## config.mk

```make
export PLATFORM = sky130hd
export DESIGN_NAME = wb_statis
export DESIGN_NICKNAME = d
export VERILOG_FILES = /design/src/rtl/wb_statis_pkg.sv /design/src/rtl/wb_statis_acc.sv /design/src/rtl/wb_statis.sv
export SDC_FILE = /design/constraint.sdc
export NUM_CORES = 1
export LEC_CHECK = 0
export ABC_AREA = 1
export CAP_MARGIN = 10
export CORE_MARGIN = 8
export CORE_UTILIZATION = 58
export DETAILED_ROUTE_END_ITERATION = 7
export PLACE_DENSITY = 0.9
export SLEW_MARGIN = 25
export SYNTH_ARGS = -nofsm -noshare
export SYNTH_HDL_FRONTEND = slang
export SYNTH_SLANG_ARGS = --single-unit
```

## constraint.sdc

```tcl
create_clock -name clk -period 3.7 [get_ports clk]
set_input_delay 0.74 -clock clk [delete_from_list [all_inputs] [get_ports clk]]
set_output_delay 0.74 -clock clk [all_outputs]
set_load 0.05 [all_outputs]
```

## src/rtl/wb_statis_pkg.sv

```systemverilog
// Shared definitions for the white-balance statistics block and the wb gain stage.
//   wb_state_e  : statistics FSM state encoding
//   MONO8_KEY   : {fmt[20], fmt[19], fmt[3:0]} value identifying Mono8
//   MONO10_KEY  : {fmt[20], fmt[19], fmt[3:0]} value identifying Mono10
//   is_mono_key : true when a format key selects a monochrome format
package wb_statis_pkg;

   typedef enum logic [2:0] {
      S_IDLE  = 3'd0,
      S_WAIT  = 3'd1,
      S_ACCUM = 3'd2,
      S_FLUSH = 3'd3,
      S_LATCH = 3'd4
   } wb_state_e;

   localparam logic [5:0] MONO8_KEY  = 6'b010001;
   localparam logic [5:0] MONO10_KEY = 6'b100011;

   function automatic logic is_mono_key(input logic [5:0] key);
      return (key == MONO8_KEY) || (key == MONO10_KEY);
   endfunction

endpackage

```

## src/rtl/wb_statis_acc.sv

```systemverilog
// Saturating per-channel accumulator: pixel sum plus pixel count.
//   clk, reset_n : clock, asynchronous active-low reset
//   clr          : synchronous clear (wins over en)
//   en           : add pix to the sum and bump the count
//   pix          : pixel value to add
//   sum, num     : running sum and count, both clamp at all-ones
module wb_statis_acc #(
   parameter int DAT_W = 10,
   parameter int SUM_W = 32,
   parameter int CNT_W = 32
) (
   input  logic             clk,
   input  logic             reset_n,
   input  logic             clr,
   input  logic             en,
   input  logic [DAT_W-1:0] pix,
   output logic [SUM_W-1:0] sum,
   output logic [CNT_W-1:0] num
);

   logic [SUM_W:0] sum_ext;
   logic [CNT_W:0] num_ext;

   // One extra bit catches the carry-out that triggers the clamp.
   assign sum_ext = {1'b0, sum} + {{(SUM_W + 1 - DAT_W){1'b0}}, pix};
   assign num_ext = {1'b0, num} + {{CNT_W{1'b0}}, 1'b1};

   always_ff @(posedge clk or negedge reset_n) begin
      if (!reset_n) begin
         sum <= '0;
         num <= '0;
      end else if (clr) begin
         sum <= '0;
         num <= '0;
      end else if (en) begin
         sum <= sum_ext[SUM_W] ? {SUM_W{1'b1}} : sum_ext[SUM_W-1:0];
         num <= num_ext[CNT_W] ? {CNT_W{1'b1}} : num_ext[CNT_W-1:0];
      end
   end

endmodule

```

## src/rtl/wb_statis.sv

```systemverilog
// Auto-white-balance statistics collector. Sums R, G and B Bayer pixels and
// counts them inside a programmable ROI, latching the per-frame results.
//   clk, reset_n            : pixel clock, asynchronous active-low reset
//   i_fval, i_lval          : frame / line valid; pixel valid when both high
//   iv_pix_data             : raw pixel
//   i_r/g/b_flag            : Bayer colour flags (R over G over B)
//   iv_pixel_format         : pixel format; Mono8/Mono10 disable statistics
//   iv_wb_offset_x/y        : ROI top-left corner
//   iv_wb_width/height      : ROI size (0 selects nothing)
//   ov_wb_statis_r/g/b      : latched channel sums
//   ov_wb_num_r/g/b         : latched channel pixel counts
//   o_wb_statis_done        : one-cycle pulse when the outputs update
//
// state   | meaning
// S_IDLE  | after reset, wait for i_fval low so a partial frame is dropped
// S_WAIT  | accumulators cleared, wait for i_fval rising edge
// S_ACCUM | frame in progress, pixels feed the pipeline
// S_FLUSH | two cycles draining the two-stage pipeline
// S_LATCH | publish results (non-mono frames) and pulse done
module wb_statis
   import wb_statis_pkg::*;
#(
   parameter int SENSOR_DAT_WIDTH = 10,
   parameter int STAT_WIDTH       = 32,
   parameter int REG_WD           = 32
) (
   input  logic                        clk,
   input  logic                        reset_n,
   input  logic                        i_fval,
   input  logic                        i_lval,
   input  logic [SENSOR_DAT_WIDTH-1:0] iv_pix_data,
   input  logic                        i_r_flag,
   input  logic                        i_g_flag,
   input  logic                        i_b_flag,
   input  logic [REG_WD-1:0]           iv_pixel_format,
   input  logic [REG_WD-1:0]           iv_wb_offset_x,
   input  logic [REG_WD-1:0]           iv_wb_offset_y,
   input  logic [REG_WD-1:0]           iv_wb_width,
   input  logic [REG_WD-1:0]           iv_wb_height,
   output logic [STAT_WIDTH-1:0]       ov_wb_statis_r,
   output logic [STAT_WIDTH-1:0]       ov_wb_statis_g,
   output logic [STAT_WIDTH-1:0]       ov_wb_statis_b,
   output logic [REG_WD-1:0]           ov_wb_num_r,
   output logic [REG_WD-1:0]           ov_wb_num_g,
   output logic [REG_WD-1:0]           ov_wb_num_b,
   output logic                        o_wb_statis_done
);

   localparam logic [REG_WD-1:0] ONE = {{(REG_WD-1){1'b0}}, 1'b1};

   wb_state_e                   state;
   logic                        flush_cnt;
   logic                        frame_mono;
   logic                        fval_d, lval_d;
   logic                        fval_rise, lval_fall;
   logic                        mono_det, mono_sh;
   logic [REG_WD-1:0]           roi_x, roi_y, roi_w, roi_h;
   logic [REG_WD-1:0]           x_cnt, y_cnt;
   logic [REG_WD:0]             x_end, y_end;
   logic                        in_roi, accept;
   logic                        s1_vld;
   logic [2:0]                  s1_sel;
   logic [SENSOR_DAT_WIDTH-1:0] s1_pix;
   logic                        acc_clr;
   logic [STAT_WIDTH-1:0]       acc_sum_r, acc_sum_g, acc_sum_b;
   logic [REG_WD-1:0]           acc_num_r, acc_num_g, acc_num_b;
   logic                        fmt_unused;

   assign fmt_unused = ^{iv_pixel_format[REG_WD-1:21], iv_pixel_format[18:4]};

   assign fval_rise = i_fval & ~fval_d;
   assign lval_fall = lval_d & ~i_lval;

   // End bounds carry one extra bit so offset+size can never wrap.
   assign x_end  = {1'b0, roi_x} + {1'b0, roi_w};
   assign y_end  = {1'b0, roi_y} + {1'b0, roi_h};
   assign in_roi = (x_cnt >= roi_x) && ({1'b0, x_cnt} < x_end) &&
                   (y_cnt >= roi_y) && ({1'b0, y_cnt} < y_end);

   // The rising-edge cycle already carries a valid pixel if lval is high.
   assign accept = (state == S_ACCUM) || ((state == S_WAIT) && fval_rise);

   // Frozen ROI/mono copies so register writes mid-frame take effect next frame.
   always_ff @(posedge clk or negedge reset_n) begin
      if (!reset_n) begin
         fval_d   <= 1'b0;
         lval_d   <= 1'b0;
         mono_det <= 1'b0;
         mono_sh  <= 1'b0;
         roi_x    <= '0;
         roi_y    <= '0;
         roi_w    <= '0;
         roi_h    <= '0;
      end else begin
         fval_d   <= i_fval;
         lval_d   <= i_lval;
         mono_det <= is_mono_key({iv_pixel_format[20], iv_pixel_format[19],
                                  iv_pixel_format[3:0]});
         if (!i_fval) begin
            mono_sh <= mono_det;
            roi_x   <= iv_wb_offset_x;
            roi_y   <= iv_wb_offset_y;
            roi_w   <= iv_wb_width;
            roi_h   <= iv_wb_height;
         end
      end
   end

   always_ff @(posedge clk or negedge reset_n) begin
      if (!reset_n) begin
         x_cnt <= '0;
         y_cnt <= '0;
      end else begin
         x_cnt <= i_lval ? (x_cnt + ONE) : '0;
         if (state == S_WAIT)
            y_cnt <= '0;
         else if (i_fval && lval_fall)
            y_cnt <= y_cnt + ONE;
      end
   end

   always_ff @(posedge clk or negedge reset_n) begin
      if (!reset_n) begin
         s1_vld <= 1'b0;
         s1_sel <= '0;
         s1_pix <= '0;
      end else begin
         s1_vld <= accept && in_roi && i_fval && i_lval && !mono_sh;
         s1_pix <= iv_pix_data;
         s1_sel <= i_r_flag ? 3'b001 :
                   i_g_flag ? 3'b010 :
                   i_b_flag ? 3'b100 : 3'b000;
      end
   end

   assign acc_clr = (state == S_WAIT);

   wb_statis_acc #(.DAT_W(SENSOR_DAT_WIDTH), .SUM_W(STAT_WIDTH), .CNT_W(REG_WD)) u_acc_r (
      .clk(clk), .reset_n(reset_n), .clr(acc_clr), .en(s1_vld & s1_sel[0]),
      .pix(s1_pix), .sum(acc_sum_r), .num(acc_num_r));

   wb_statis_acc #(.DAT_W(SENSOR_DAT_WIDTH), .SUM_W(STAT_WIDTH), .CNT_W(REG_WD)) u_acc_g (
      .clk(clk), .reset_n(reset_n), .clr(acc_clr), .en(s1_vld & s1_sel[1]),
      .pix(s1_pix), .sum(acc_sum_g), .num(acc_num_g));

   wb_statis_acc #(.DAT_W(SENSOR_DAT_WIDTH), .SUM_W(STAT_WIDTH), .CNT_W(REG_WD)) u_acc_b (
      .clk(clk), .reset_n(reset_n), .clr(acc_clr), .en(s1_vld & s1_sel[2]),
      .pix(s1_pix), .sum(acc_sum_b), .num(acc_num_b));

   always_ff @(posedge clk or negedge reset_n) begin
      if (!reset_n) begin
         state            <= S_IDLE;
         flush_cnt        <= 1'b0;
         frame_mono       <= 1'b0;
         ov_wb_statis_r   <= '0;
         ov_wb_statis_g   <= '0;
         ov_wb_statis_b   <= '0;
         ov_wb_num_r      <= '0;
         ov_wb_num_g      <= '0;
         ov_wb_num_b      <= '0;
         o_wb_statis_done <= 1'b0;
      end else begin
         o_wb_statis_done <= 1'b0;
         case (state)
            S_IDLE: begin
               if (!i_fval) state <= S_WAIT;
            end
            S_WAIT: begin
               if (fval_rise) begin
                  frame_mono <= mono_sh;
                  state      <= S_ACCUM;
               end
            end
            S_ACCUM: begin
               flush_cnt <= 1'b0;
               if (!i_fval) state <= S_FLUSH;
            end
            S_FLUSH: begin
               flush_cnt <= 1'b1;
               if (flush_cnt) state <= S_LATCH;
            end
            S_LATCH: begin
               if (!frame_mono) begin
                  ov_wb_statis_r   <= acc_sum_r;
                  ov_wb_statis_g   <= acc_sum_g;
                  ov_wb_statis_b   <= acc_sum_b;
                  ov_wb_num_r      <= acc_num_r;
                  ov_wb_num_g      <= acc_num_g;
                  ov_wb_num_b      <= acc_num_b;
                  o_wb_statis_done <= 1'b1;
               end
               state <= S_WAIT;
            end
            default: state <= S_IDLE;
         endcase
      end
   end

endmodule

```

==> impl_metrics.env <==
export IMPL_synth_avg_cell_area_um2=7.70
export IMPL_num_rows=90
export IMPL_relSlewSlack_pct=43.7
export IMPL_areaGrowthSynthToFinish_pct=18.8
export IMPL_dp_cells=5621
export IMPL_cts_clk_slew_worst_paths_ns=0.06
export IMPL_cts_tree="built"
export IMPL_cap_viol_max_count=0
export IMPL_crit_top_cell="nand2_1"
export IMPL_cts_max_path_buffers=3
export IMPL_power_density_nw_per_um2=397
export IMPL_setup_worst_path_start_class="register"
export IMPL_die_h_um=263
export IMPL_multiInputGateArea_um2=17800
export IMPL_drc=0
export IMPL_cts_setup_buffers=0
export IMPL_grt_overflow_total=0
export IMPL_fin_setup_tns_ns=0
export IMPL_synth_commonest_cells="nand2_1 (1,274), dfrtp_1 (600), o21ai_0 (572)"
export IMPL_dieArea_um2=68900
export IMPL_netlist_area_leader_share_pct=42.6
export IMPL_antenna_found_initial=1
export IMPL_required_ns=4.18
export IMPL_num_nets_final=5315
export IMPL_clk_latency_ns=0.61
export IMPL_grt_util_all_layers_pct=28.0
export IMPL_clkSinkCount=600
export IMPL_synth_cell_types=57
export IMPL_fin_crit_ns=3.51
export IMPL_fmax_mhz=285
export IMPL_end_kind="register"
export IMPL_tightest_slew_ns=0.844
export IMPL_fin_area_um2=41900
export IMPL_hold_viol=0
export IMPL_postCtsHoldBufs=0
export IMPL_die_x_um=263
export IMPL_wirelength_um=98100
export IMPL_synth_nets=4986
export IMPL_yosys_top_cells_area="dfrtp_1 (43%), nand2_1 (14%), o21ai_0 (8.1%), ha_1 (8.0%), inv_1 (5.5%)"
export IMPL_drt_initial_drc_count=2593
export IMPL_initial_utilization_pct=58.5
export IMPL_cts_max_level=3
export IMPL_synth_top_cell_by_area="dfrtp_1"
export IMPL_drtAntennaViolNets=0
export IMPL_final_layout_size_suffix_gt1_share_pct=5.04
export IMPL_io_pins=370
export IMPL_layoutNonFillerInstCount=5739
export IMPL_path_max_fanout=4
export IMPL_finalSetupViolCount=0
export IMPL_placed_area_um2=39600
export IMPL_crit_chain="ha_1 > nand3_1 > nand3_1 > a21boi_0 > o21ai_0 > buf_4 > a21oi_1 > buf_4 > xor2_1 > ha_1 > nand2_1 > nor2_1 > nand2_1 > o21a_1 > nand3_1 > nand2_1 > nand2_1 > nand2_1 > nand2_1 > nand2_1 > nand4_1 > nor2_1"
export IMPL_yosysWarnings=0
export IMPL_cpLargestDelayFamily="simple AND/OR/NAND/NOR gates"
export IMPL_hp_class="input pin to asynchronous set/reset pin"
export IMPL_drv_slew=0
export IMPL_crit_slowest_cell="dfrtp_1"
export IMPL_timing_final_crit_share_pct=94.9
export IMPL_viasPerCell=5.68
export IMPL_regArea_um2=15000
export IMPL_p_leak_nw=19.6
export IMPL_fillers=4659
export IMPL_max_stage_delay_ns=0.38
export IMPL_cts_resized=0
export IMPL_grt_pass1_vias=32300
export IMPL_wl_per_cell_um=17.1
export IMPL_ys_ff_latch=600
export IMPL_synth_most_common_cell="nand2_1"
export IMPL_synth_edf_count=0
export IMPL_numCtsBuffers=67
export IMPL_hpwlAfterDp_um=72100
export IMPL_ys_seq_area_share_pct=42.6
export IMPL_rsz0062_at_grt="false"
export IMPL_synth_ff_type="dfrtp_1"
export IMPL_vias=32600
export IMPL_core_area_um2=60200
export IMPL_async_reset_ff_share_pct=100
export IMPL_status="finished, final reports clean"
export IMPL_synth_cell_area_um2=35300
export IMPL_place_gp_congestion=0.960
export IMPL_numPortBuffers=343
export IMPL_drt_pass1_iter_count=6
export IMPL_grt_pass1_wl_um=163000
export IMPL_cts_root_buf="clkbuf_16"
export IMPL_max_vdd_ir_drop_mv=0.401
export IMPL_cp_buffers_inverters=2
export IMPL_worstSetupPathType="register to register"
export IMPL_cp_arrival_ns=3.99
export IMPL_syn_inst=4579
export IMPL_finClkSkew_ns=0.0272
export IMPL_grt_max_degree=165
-- cells by family after synthesis --
logic type / Yosys count / synth area share [%]
adders and majority gates: 230 / 8.27
and+or+nand+nor: 2056 / 25.0
DFF: 600 / 42.6
xor gates and xnor gates: 149 / 3.70
AOI/OAI and AO/OA: 896 / 13.4
buffers and inverters: 648 / 7.00
-- final timing paths --
| check | from | end | slack (ns) | depth (start not counted) |
|---|---|---|---|---|
| min in group clk | ov_wb_num_r[24] | ov_wb_num_r[24] | 0.47 | 2 |
| min | reset_n | ov_wb_num_r[13] | 0.14 | 1 |
| max | roi_x[2] | s1_vld | 0.19 | 22 |
| max in group asynchronous | reset_n | ov_wb_num_b[11] | 2.60 | 2 |
| min reg2reg | ov_wb_num_r[24] | ov_wb_num_r[24] | 0.47 | 2 |
| max reg2reg | roi_x[2] | s1_vld | 0.19 | 22 |
-- flip-flops by register name (all words and copies together), names as in the netlist, 3 cells and up --
register	flops
x_cnt	32
roi_y	32
ov_wb_num_b	32
y_cnt	32
ov_wb_num_g	32
ov_wb_num_r	32
ov_wb_statis_r	32
u_acc_g.sum	32
u_acc_b.sum	32
u_acc_b.num	32
state	3
roi_x	32
ov_wb_statis_b	32
u_acc_r.num	32
ov_wb_statis_g	32
roi_w	32
u_acc_r.sum	32
s1_pix	10
roi_h	32
u_acc_g.num	32
s1_sel	3
-- placed cells by master, fill, tap and decap left out, drive strengths merged, types with 9 or more instances in the layout --
cell           instances
a21boi                11
a21o                  16
a21oi                189
buf                   42
clkbuf                87
clkdlybuf4s50        341
clkinv                19
dfrtp                600
ha                   225
inv                  524
nand2               1284
nand3                193
nand4                 83
nor2                 297
nor3                 132
nor4                  30
o211ai                 9
o21ai                616
o21bai                10
o22ai                  9
or2                   14
xnor2                 48
xor2                 101
-- layer usage --
metal  wire length [um]  track usage, %  up-vias
met3               7440            5.78      264
met1              39900            35.2    15300
met5                  0               0        -
met4               3750            10.5        0
li1                   -               -    15700
met2              47000            47.5     1289
-- worst reg2reg max path: cells and delay by family, from the launching register on --
kind                       cells  cell delay [ns]
buffers and inverters          2             0.33
xor gates and xnor gates       1             0.06
adders and majority gates      2             0.64
DFF                            1             0.38
and+or+nand+nor               13             1.16
AOI/OAI and AO/OA              4             0.84
-- cell type report --
cell class / instances / area share (%)
repair buffers: 383 / 9.18
clock inverters: 30 / 0.807
well taps: 782 / 2.34
clock buffers: 87 / 4.52
diodes: 1 / 0.00597
multi-input cells: 3331 / 42.6
inverters: 525 / 4.73
flip-flops and latches: 600 / 35.8
-- power by group --
part           switching (W)  internal [W]
Clock                0.00278       0.00398
Sequential          0.000148       0.00674
Combinational        0.00202      0.000944
-- stage by stage --
stage	util, %	setup WS, ns	hold WS, ns	power [W]
floorplan	-	0.642	0.430	0.00889
global placement	65.7	0.136	0.455	0.00985
detailed placement	65.7	0.154	0.464	0.00992
CTS	69.4	0.140	0.138	0.0167
global route	69.5	0.0174	0.153	0.0174
finish	69.5	0.188	0.136	0.0166
(Power assumes the default switching activity.)
